### config.mk
export PLATFORM = sky130hd
export DESIGN_NAME = pipe_frame_painter_flat
export DESIGN_NICKNAME = d
export VERILOG_FILES = /design/src/rtl/pipe_frame_painter_if.sv /design/src/rtl/pipe_frame_painter.sv /design/src/flat_wrapper.sv
export SDC_FILE = /design/constraint.sdc
export NUM_CORES = 1
export LEC_CHECK = 0
export CAP_MARGIN = 20
export CORE_ASPECT_RATIO = 1.2
export CORE_MARGIN = 4
export CORE_UTILIZATION = 50
export DETAILED_ROUTE_END_ITERATION = 8
export GPL_TIMING_DRIVEN = 0
export MAX_ROUTING_LAYER = met4
export PLACE_DENSITY_LB_ADDON = 0.08
export SYNTH_ARGS = -nofsm -noshare
export SYNTH_HDL_FRONTEND = slang
export SYNTH_SLANG_ARGS = --single-unit
### constraint.sdc
create_clock -name CLOCK_50 -period 2.8 [get_ports CLOCK_50]
set_input_delay 0.42 -clock CLOCK_50 [delete_from_list [all_inputs] [get_ports CLOCK_50]]
set_output_delay 0.42 -clock CLOCK_50 [all_outputs]
set_load 0.02 [all_outputs]
### src/rtl/pipe_frame_painter_if.sv
// Pixel-stream bundle between the game-state logic (master) and the frame painter (slave).
// The master supplies positions and frame requests; the painter returns pixels and status.
interface pipe_frame_painter_if #(
  parameter int NUM_PIPES = 2
);
  logic                   game_pulse;
  logic [6:0]             box_y;
  logic [8*NUM_PIPES-1:0] pipe_x;
  logic [7*NUM_PIPES-1:0] pipe_gap_y;
  logic                   plot;
  logic [7:0]             x;
  logic [6:0]             y;
  logic [2:0]             colour;
  logic                   busy;
  logic                   frame_done;
  logic                   overrun;

  modport master (
    output game_pulse, box_y, pipe_x, pipe_gap_y,
    input  plot, x, y, colour, busy, frame_done, overrun
  );

  modport slave (
    input  game_pulse, box_y, pipe_x, pipe_gap_y,
    output plot, x, y, colour, busy, frame_done, overrun
  );
endinterface

### src/rtl/pipe_frame_painter.sv
// Per game tick: erase the previous bird box and pipes, latch new positions, draw the new frame.
// One pixel per clock; pixel outputs are registered one cycle behind the scan counters.
module pipe_frame_painter #(
  parameter int NUM_PIPES = 2,
  parameter int PIPE_W    = 4,
  parameter int GAP_H     = 32,
  parameter int BOX_SIZE  = 3,
  parameter int BOX_X     = 4,
  parameter int SCREEN_W  = 160,
  parameter int SCREEN_H  = 120
) (
  input logic                CLOCK_50,
  input logic                resetn,
  pipe_frame_painter_if.slave gfx
);
  localparam int PIDX_W = (NUM_PIPES > 1) ? $clog2(NUM_PIPES) : 1;

  typedef enum logic [2:0] {
    IDLE, ERASE_BOX, ERASE_PIPES, LATCH, DRAW_BOX, DRAW_PIPES, DONE
  } state_t;

  state_t            state_reg, state_next;
  logic [7:0]        row_reg, row_next;
  logic [7:0]        col_reg, col_next;
  logic [PIDX_W-1:0] pipe_reg, pipe_next;

  logic              prev_valid_reg;
  logic [6:0]        prev_box_y_reg;
  logic [7:0]        prev_px_reg [NUM_PIPES];
  logic [6:0]        prev_gy_reg [NUM_PIPES];
  logic [7:0]        pipe_x_in   [NUM_PIPES];
  logic [6:0]        pipe_gy_in  [NUM_PIPES];

  logic              plot_reg;
  logic [7:0]        x_reg;
  logic [6:0]        y_reg;
  logic [2:0]        colour_reg;
  logic              frame_done_reg;
  logic              overrun_reg;

  logic              box_last, pipe_last;
  logic              scanning, is_draw, in_gap, scan_plot;
  logic [8:0]        scan_x;
  logic [7:0]        scan_y;
  logic [2:0]        scan_colour;
  logic [7:0]        cur_px, gap_lo, gap_hi;

  genvar gi;
  generate
    for (gi = 0; gi < NUM_PIPES; gi++) begin : g_unpack
      assign pipe_x_in[gi]  = gfx.pipe_x[8*gi +: 8];
      assign pipe_gy_in[gi] = gfx.pipe_gap_y[7*gi +: 7];
    end
  endgenerate

  assign box_last  = (row_reg == 8'(BOX_SIZE-1)) && (col_reg == 8'(BOX_SIZE-1));
  assign pipe_last = (pipe_reg == PIDX_W'(NUM_PIPES-1)) && (col_reg == 8'(PIPE_W-1)) &&
                     (row_reg == 8'(SCREEN_H-1));

  // Counters are parked at zero outside the scan phases, so each scan starts clean.
  always_comb begin
    state_next = state_reg;
    row_next   = row_reg;
    col_next   = col_reg;
    pipe_next  = pipe_reg;
    case (state_reg)
      IDLE: begin
        if (gfx.game_pulse) state_next = prev_valid_reg ? ERASE_BOX : LATCH;
      end
      ERASE_BOX, DRAW_BOX: begin
        if (box_last) begin
          row_next   = '0;
          col_next   = '0;
          state_next = (state_reg == ERASE_BOX) ? ERASE_PIPES : DRAW_PIPES;
        end else if (col_reg == 8'(BOX_SIZE-1)) begin
          col_next = '0;
          row_next = row_reg + 8'd1;
        end else begin
          col_next = col_reg + 8'd1;
        end
      end
      ERASE_PIPES, DRAW_PIPES: begin
        if (pipe_last) begin
          row_next   = '0;
          col_next   = '0;
          pipe_next  = '0;
          state_next = (state_reg == ERASE_PIPES) ? LATCH : DONE;
        end else if (row_reg == 8'(SCREEN_H-1)) begin
          row_next = '0;
          if (col_reg == 8'(PIPE_W-1)) begin
            col_next  = '0;
            pipe_next = pipe_reg + PIDX_W'(1);
          end else begin
            col_next = col_reg + 8'd1;
          end
        end else begin
          row_next = row_reg + 8'd1;
        end
      end
      LATCH:   state_next = DRAW_BOX;
      DONE:    state_next = IDLE;
      default: state_next = IDLE;
    endcase
  end

  // Erase and draw both read the prev registers; erase simply runs before LATCH overwrites them.
  always_comb begin
    scanning    = 1'b0;
    scan_x      = '0;
    scan_y      = '0;
    scan_colour = 3'b000;
    is_draw     = (state_reg == DRAW_BOX) || (state_reg == DRAW_PIPES);
    cur_px      = prev_px_reg[pipe_reg];
    gap_lo      = {1'b0, prev_gy_reg[pipe_reg]};
    gap_hi      = gap_lo + 8'(GAP_H-1);
    in_gap      = (row_reg >= gap_lo) && (row_reg <= gap_hi);
    case (state_reg)
      ERASE_BOX, DRAW_BOX: begin
        scanning    = 1'b1;
        scan_x      = 9'(BOX_X) + {1'b0, col_reg};
        scan_y      = {1'b0, prev_box_y_reg} + row_reg;
        scan_colour = is_draw ? 3'b110 : 3'b000;
      end
      ERASE_PIPES, DRAW_PIPES: begin
        scanning    = 1'b1;
        scan_x      = {1'b0, cur_px} + {1'b0, col_reg};
        scan_y      = row_reg;
        scan_colour = (is_draw && !in_gap) ? 3'b010 : 3'b000;
      end
      default: ;
    endcase
    scan_plot = scanning && (scan_x < 9'(SCREEN_W)) && (scan_y < 8'(SCREEN_H));
  end

  always_ff @(posedge CLOCK_50) begin
    if (!resetn) begin
      state_reg      <= IDLE;
      row_reg        <= '0;
      col_reg        <= '0;
      pipe_reg       <= '0;
      prev_valid_reg <= 1'b0;
      prev_box_y_reg <= '0;
      prev_px_reg    <= '{default: '0};
      prev_gy_reg    <= '{default: '0};
      plot_reg       <= 1'b0;
      x_reg          <= '0;
      y_reg          <= '0;
      colour_reg     <= '0;
      frame_done_reg <= 1'b0;
      overrun_reg    <= 1'b0;
    end else begin
      state_reg      <= state_next;
      row_reg        <= row_next;
      col_reg        <= col_next;
      pipe_reg       <= pipe_next;
      plot_reg       <= scan_plot;
      x_reg          <= scan_x[7:0];
      y_reg          <= scan_y[6:0];
      colour_reg     <= scan_colour;
      frame_done_reg <= (state_reg == DONE);
      overrun_reg    <= gfx.game_pulse && (state_reg != IDLE);
      if (state_reg == LATCH) begin
        prev_valid_reg <= 1'b1;
        prev_box_y_reg <= gfx.box_y;
        prev_px_reg    <= pipe_x_in;
        prev_gy_reg    <= pipe_gy_in;
      end
    end
  end

  assign gfx.plot       = plot_reg;
  assign gfx.x          = x_reg;
  assign gfx.y          = y_reg;
  assign gfx.colour     = colour_reg;
  assign gfx.busy       = (state_reg != IDLE);
  assign gfx.frame_done = frame_done_reg;
  assign gfx.overrun    = overrun_reg;
endmodule

### src/flat_wrapper.sv
// flat-port wrapper written by rule: the top's interface ports become plain ports
module pipe_frame_painter_flat 
#(
  parameter int NUM_PIPES = 2,
  parameter int PIPE_W    = 4,
  parameter int GAP_H     = 32,
  parameter int BOX_SIZE  = 3,
  parameter int BOX_X     = 4,
  parameter int SCREEN_W  = 160,
  parameter int SCREEN_H  = 120
)
  (CLOCK_50, resetn, gfx_game_pulse, gfx_box_y, gfx_pipe_x, gfx_pipe_gap_y, gfx_plot, gfx_x, gfx_y, gfx_colour, gfx_busy, gfx_frame_done, gfx_overrun);
  pipe_frame_painter_if #(.NUM_PIPES(NUM_PIPES)) gfx_i ();
  input logic CLOCK_50;
  input logic resetn;
  input wire logic [$bits(gfx_i.game_pulse)-1:0] gfx_game_pulse;
  input wire logic [$bits(gfx_i.box_y)-1:0] gfx_box_y;
  input wire logic [$bits(gfx_i.pipe_x)-1:0] gfx_pipe_x;
  input wire logic [$bits(gfx_i.pipe_gap_y)-1:0] gfx_pipe_gap_y;
  output wire logic [$bits(gfx_i.plot)-1:0] gfx_plot;
  output wire logic [$bits(gfx_i.x)-1:0] gfx_x;
  output wire logic [$bits(gfx_i.y)-1:0] gfx_y;
  output wire logic [$bits(gfx_i.colour)-1:0] gfx_colour;
  output wire logic [$bits(gfx_i.busy)-1:0] gfx_busy;
  output wire logic [$bits(gfx_i.frame_done)-1:0] gfx_frame_done;
  output wire logic [$bits(gfx_i.overrun)-1:0] gfx_overrun;
  assign gfx_i.game_pulse = gfx_game_pulse;
  assign gfx_i.box_y = gfx_box_y;
  assign gfx_i.pipe_x = gfx_pipe_x;
  assign gfx_i.pipe_gap_y = gfx_pipe_gap_y;
  assign gfx_plot = gfx_i.plot;
  assign gfx_x = gfx_i.x;
  assign gfx_y = gfx_i.y;
  assign gfx_colour = gfx_i.colour;
  assign gfx_busy = gfx_i.busy;
  assign gfx_frame_done = gfx_i.frame_done;
  assign gfx_overrun = gfx_i.overrun;
  pipe_frame_painter #(.NUM_PIPES(NUM_PIPES), .PIPE_W(PIPE_W), .GAP_H(GAP_H), .BOX_SIZE(BOX_SIZE), .BOX_X(BOX_X), .SCREEN_W(SCREEN_W), .SCREEN_H(SCREEN_H)) u_core (.CLOCK_50(CLOCK_50), .resetn(resetn), .gfx(gfx_i));
endmodule
# ---- After elaboration in Yosys (flattened, before gate mapping)
# Index checks and enable logic that the tools add are counted.
# W data, S select, Z words.
dict set report op_classes {
  reduce_logical 22
  n_eq_ne 15
  bitwise 1
  addsub 7
  n_lt_le_gt_ge 5
  mux 33
}
# cell count
set ops {}
lappend ops {{$mux W8} 12}
lappend ops {{$pmux W8 S2} 3}
lappend ops {{$eq A8 B2 Y1 const B} 3}
lappend ops {{$mux W7} 3}
lappend ops {{$mux W3} 6}
lappend ops {{$pmux W9 S2} 1}
lappend ops {{$add A8 B1 Y8 const B} 2}
lappend ops {{$pmux W3 S4} 1}
lappend ops {{$add A3 B8 Y9 const A} 1}
lappend ops {{$add A8 B8 Y9} 1}
lappend ops {{$eq A3 B3 Y1 const B} 3}
lappend ops {{$lt A9 B8 Y1 const B} 1}
lappend ops {{$add A7 B5 Y8 const B} 1}
lappend ops {{$add A7 B8 Y8} 1}
lappend ops {{$eq A8 B7 Y1 const B} 1}
lappend ops {{$ge A8 B7 Y1} 1}
lappend ops {{$le A8 B8 Y1} 1}
lappend ops {{$logic_and A1 B1 Y1} 8}
lappend ops {{$lt A8 B7 Y1 const B} 1}
lappend ops {{$eq A3 B2 Y1 const B} 2}
lappend ops {{$ne A3 B1 Y1 const B} 2}
lappend ops {{$pmux W3 S2} 1}
lappend ops {{$reduce_and A3 Y1} 2}
lappend ops {{$reduce_bool A2 Y1} 3}
lappend ops {{other kinds (15)} 22}
dict set report totals {
  out_inout_bits 22
  register_bits 79
  in_bits 40
  word_cells 99
}

# ---- Depth between registers and ports, before layout
dict set report depth {
  depth_word 11
  mapped_depth 12
}

# ---- Least setup slack after synthesis
# Ideal clock, no wire load.
dict set report synth_path {
  kind {register to register}
  start {register u_core.pipe_reg}
  end {register u_core.plot_reg, in the netlist u_core.gfx.plot}
  period_less_slack_ns 2.814
  path_buffers 2
  arrival_time_ns 2.700
  stages_incl_launch_ff 13
  setup_slack_ns -0.014
  required_ns 2.686
  path_cell_list {dfxtp_1 > buf_2 > buf_1 > mux2_2 > ha_1 > inv_1 > fa_1 > nor2b_1 > o2111ai_1 > a211oi_1 > nor3b_1 > a22oi_1 > a2111oi_0}
}
dict set report synth_via {
  elab_chain_cells 9
}
# element line_no
set synth_rtl {}
lappend synth_rtl {{start: declaration} pipe_frame_painter.sv:25} ;# logic [PIDX_W-1:0] pipe_reg, pipe_next;
lappend synth_rtl {{start signal: assignment} pipe_frame_painter.sv:155} ;# pipe_reg <= pipe_next;
lappend synth_rtl {{$not A1 Y2 (not written as such)} pipe_frame_painter.sv:113} ;# cur_px = prev_px_reg[pipe_reg];
lappend synth_rtl {{$mux W8 (not written as such) (3 in a row)} pipe_frame_painter.sv:113}
lappend synth_rtl {{$add A8 B8 Y9} pipe_frame_painter.sv:126} ;# scan_x = {1'b0, cur_px} + {1'b0, col_reg};
lappend synth_rtl {{$pmux W9 S2} pipe_frame_painter.sv:117} ;# case (state_reg)
lappend synth_rtl {{$lt A9 B8 Y1} pipe_frame_painter.sv:132} ;# scan_plot = scanning && (scan_x < 9'(SCREEN_W)) && (scan_y < 8'(SCREEN_H));
lappend synth_rtl {{$logic_and A1 B1 Y1 (2 in a row)} pipe_frame_painter.sv:132}
lappend synth_rtl {{end signal: assignment} pipe_frame_painter.sv:156} ;# plot_reg <= scan_plot;
lappend synth_rtl {{end: declaration} pipe_frame_painter.sv:34} ;# logic plot_reg;
# No other way between the ends. The select of a mux whose other input is x is not followed.
# A chain may end at the register's enable or synchronous reset.

# ---- Worst setup path in the final report
# Ends and elaborated chain as after synthesis.

==> impl_metrics.py <==
metrics = {
    "run_status": {
        "status": "finished, final reports clean",
    },
    "sta": {
        "final_hold_viol_count": 0,
        "tightest_slew_ns": 0.635,
        "rsz0062_at_grt": "yes",
        "period_minus_slack_ns": 2.77,
        "slew-limit-headroom_pct": 57.4,
        "max_freq_mhz": 361,
        "setup_ws_ns": 0.0314,
        "timing.final.crit_share_pct": 98.9,
        "fin_skew_ns": 0.00741,
        "setup_violations": 0,
        "slew_violations": 0,
    },
    "yosys": {
        "synth_cells": 545,
        "synthDistinctLibCells": 62,
        "yosys_register_bits": 78,
        "syn-num-nets": 625,
        "synth_area_um2": 4480,
        "synth_ff_type": "dfxtp_1",
        "synth_edf_count": 0,
        "yosys_warnings": 0,
        "synth_top_cell_by_area": "dfxtp_1",
        "postSynthAreaPerCell_um2": 8.22,
        "synth_top_area_share_pct": 34.9,
        "synth-seq-area-share_pct": 34.9,
        "synth.most_common_cell": "nand2_1",
        "yosys-top-cells-count": "94 x nand2_1, 78 x dfxtp_1, 55 x a21oi_1",
        "synthTopCellsByArea": "dfxtp_1 35%, ha_1 11%, nand2_1 7.9%",
        "synthArstFlopShare_pct": 0,
    },
    "die": {
        "dieArea_um2": 10500,
        "row_count": 37,
        "coreArea_um2": 8660,
        "die_x_um": 94.4,
        "start_util_pct": 51.8,
        "io_pins": 62,
        "die_y_um": 112,
    },
    "min_path": {
        "min_from": "u_core.prev_px_reg[11]",
        "hp-class": "reg2reg",
        "holdPathStages": 2,
        "holdPathEnd": "u_core.prev_px_reg[11]",
    },
    "power_and_ir_drop": {
        "p_per_area_nw_per_um2": 446,
        "irDropWorstVdd_mv": 0.378,
        "leakagePower_nw": 2.09,
        "pwr-share-comb_pct": 15.5,
        "power.share.clock_pct": 36.9,
        "p_switching_w": 0.000651,
        "swShare_pct": 26.3,
        "seq_power_share_pct": 47.5,
        "p_int_w": 0.00182,
    },
    "routing": {
        "first_iter_violations": 189,
        "viasPerCell": 5.48,
        "drtPass1Iterations": 4,
        "routedWlPerCell_um": 15.4,
        "drt_wl_total_um": 11400,
        "routed-via-count": 4060,
        "drc": 0,
        "final_antenna_net_count": 0,
    },
    "grt": {
        "grt_use_met2_pct": 38.4,
        "grtUsageMet1_pct": 27.1,
        "gr-total-overflow": 0,
        "grt_use_met3_pct": 4.59,
        "grt_max_degree": 13,
        "antenna_found_initial": 0,
        "grt.total_usage_pct": 23.2,
        "grt_pass1_wl_um": 18900,
        "busiest_layer": "met2",
        "grt_pass1_vias": 3946,
    },
    "finish": {
        "largest_reg_flops": 16,
        "multi_input_area_um2": 2770,
        "syn_to_final_growth_pct": 24.0,
        "nets": 699,
        "register_area_um2": 1560,
        "stdcell_area_um2": 5550,
        "layout-drive-gt1-share_pct": 9.78,
        "n_fill_cell": 796,
        "antenna_cells": 0,
    },
    "critical_path": {
        "startpoint_type": "flip-flop",
        "critPathRequiredTime_ns": 3.04,
        "cp-end-kind": "flip-flop",
        "crit_fanout": 10,
        "arrival_ns": 3.00,
        "rr_worst_depth": 12,
        "reg2reg_from": "u_core.pipe_reg",
        "ff2ff_setup_slack_ns": 0.03,
        "r2r-end": "u_core.gfx.plot",
        "criticalPathCategory": "reg2reg",
    },
    "clock_network": {
        "root_buffer": "clkbuf_8",
        "insertion_delay_ns": 0.36,
        "clk_pin_slew_worst_paths_ns": 0.08,
        "cts_tree": "yes",
        "clock-sinks": 78,
        "clk_path_buf_depth": 2,
        "h-tree-depth": 3,
        "numCtsBuffers": 9,
    },
    "place": {
        "dp_hpwl_um": 8590,
        "place.gp.congestion": 0.899,
        "post_dp_cell_area_um2": 5230,
        "dp_slack_ns": -0.639,
        "numPortBuffers": 60,
    },
    "flow_run": {
        "drv_cap": 0,
    },
}
==> metal layers <==
layer | vias to the layer above | share of wire (%)
li1 | 2042 | -
met3 | 22 | 3.5
met1 | 1918 | 43
met5 | - | 0
met2 | 78 | 52
met4 | 0 | 2.3
==> critical path: stages (launching register included) <==
cell	delay (ns)
dfxtp_1	0.31
buf_6	0.15
buf_12	0.15
mux2_2	0.23
ha_1	0.18
inv_1	0.06
fa_2	0.36
nor2b_2	0.18
o2111ai_2	0.16
nand4_1	0.16
nor3b_4	0.21
a22oi_1	0.13
a2111oi_2	0.36
==> how the worst max path moves through the flow <==
stage | startpoint | end | slack, ns | depth (start not counted)
after global routing | u_core.pipe_reg | u_core.gfx.plot | -0.08 | 12
after floorplan | u_core.pipe_reg | u_core.gfx.plot | 0.15 | 12
after detailed placement | u_core.pipe_reg | u_core.gfx.plot | -0.64 | 12
after global placement | u_core.pipe_reg | u_core.gfx.plot | -0.62 | 12
after CTS | u_core.pipe_reg | u_core.gfx.plot | 0.02 | 12
final | u_core.pipe_reg | u_core.gfx.plot | 0.03 | 12
==> placed cells by master (no fill, tap or decap), types with 10 or more instances in the layout <==
cell	instances
clkdlybuf4s50_1	60
nand3_1	14
inv_1	19
xor2_1	15
o21ai_0	10
dfxtp_1	78
ha_1	36
a21oi_1	53
xnor2_1	12
clkbuf_1	22
nand2_1	94
nor2_1	47
==> logic make-up (layout without fill, tap and decap cells) <==
group,after synthesis,in the layout,synth area share [%]
AO/OA/AOI/OAI,121,121,17.1
multiplexers,20,20,4.72
buffers and inverters,50,129,4.91
adder cells (fa/ha/maj),40,40,11.5
other,1,1,0.0837
XOR/XNOR,27,27,5.28
flip-flops,78,78,34.9
AND/OR/NAND/NOR,208,208,21.6
==> metrics by stage <==
stage	power (W)	util, %	instances	hold slack (ns)	TNS, ns
5_1_grt	0.00259	64.2	741	0.483	-0.108
2_1_floorplan	0.00143	-	545	0.433	0
3_5_place_dp	0.00158	60.4	722	0.447	-0.639
4_1_cts	0.00249	63.2	738	0.458	0
3_3_place_gp	0.00157	60.4	722	0.441	-0.623
6_report	0.00248	64.2	741	0.457	0
==> power groups by stage <==
stage | Sequential (W) | Combinational (W) | Clock (W)
global route | 0.00118 | 0.000426 | 0.000984
global placement | 0.00120 | 0.000371 | 0
finish | 0.00118 | 0.000385 | 0.000914
CTS | 0.00118 | 0.000382 | 0.000928
detailed placement | 0.00120 | 0.000378 | 0
floorplan | 0.00120 | 0.000228 | 0
==> final cells by class <==
class                   count  area share [%]
clock buffers              13            2.50
plain buffers              31            3.09
clock inverters             3            1.24
multi-input cells         417            49.9
flip-flops and latches     78            28.1
inverters                  19            1.28
repair buffers             63            11.2
well taps                 117            2.64
==> repair_timing <==
action                     4_1_cts  5_1_grt
pin swaps                        1        2
hold buffers                     0        0
resized for setup                9       14
setup endpoints to repair        1        2
setup buffers                    0        3
No activity file was read; power rests on OpenSTA's default activity.
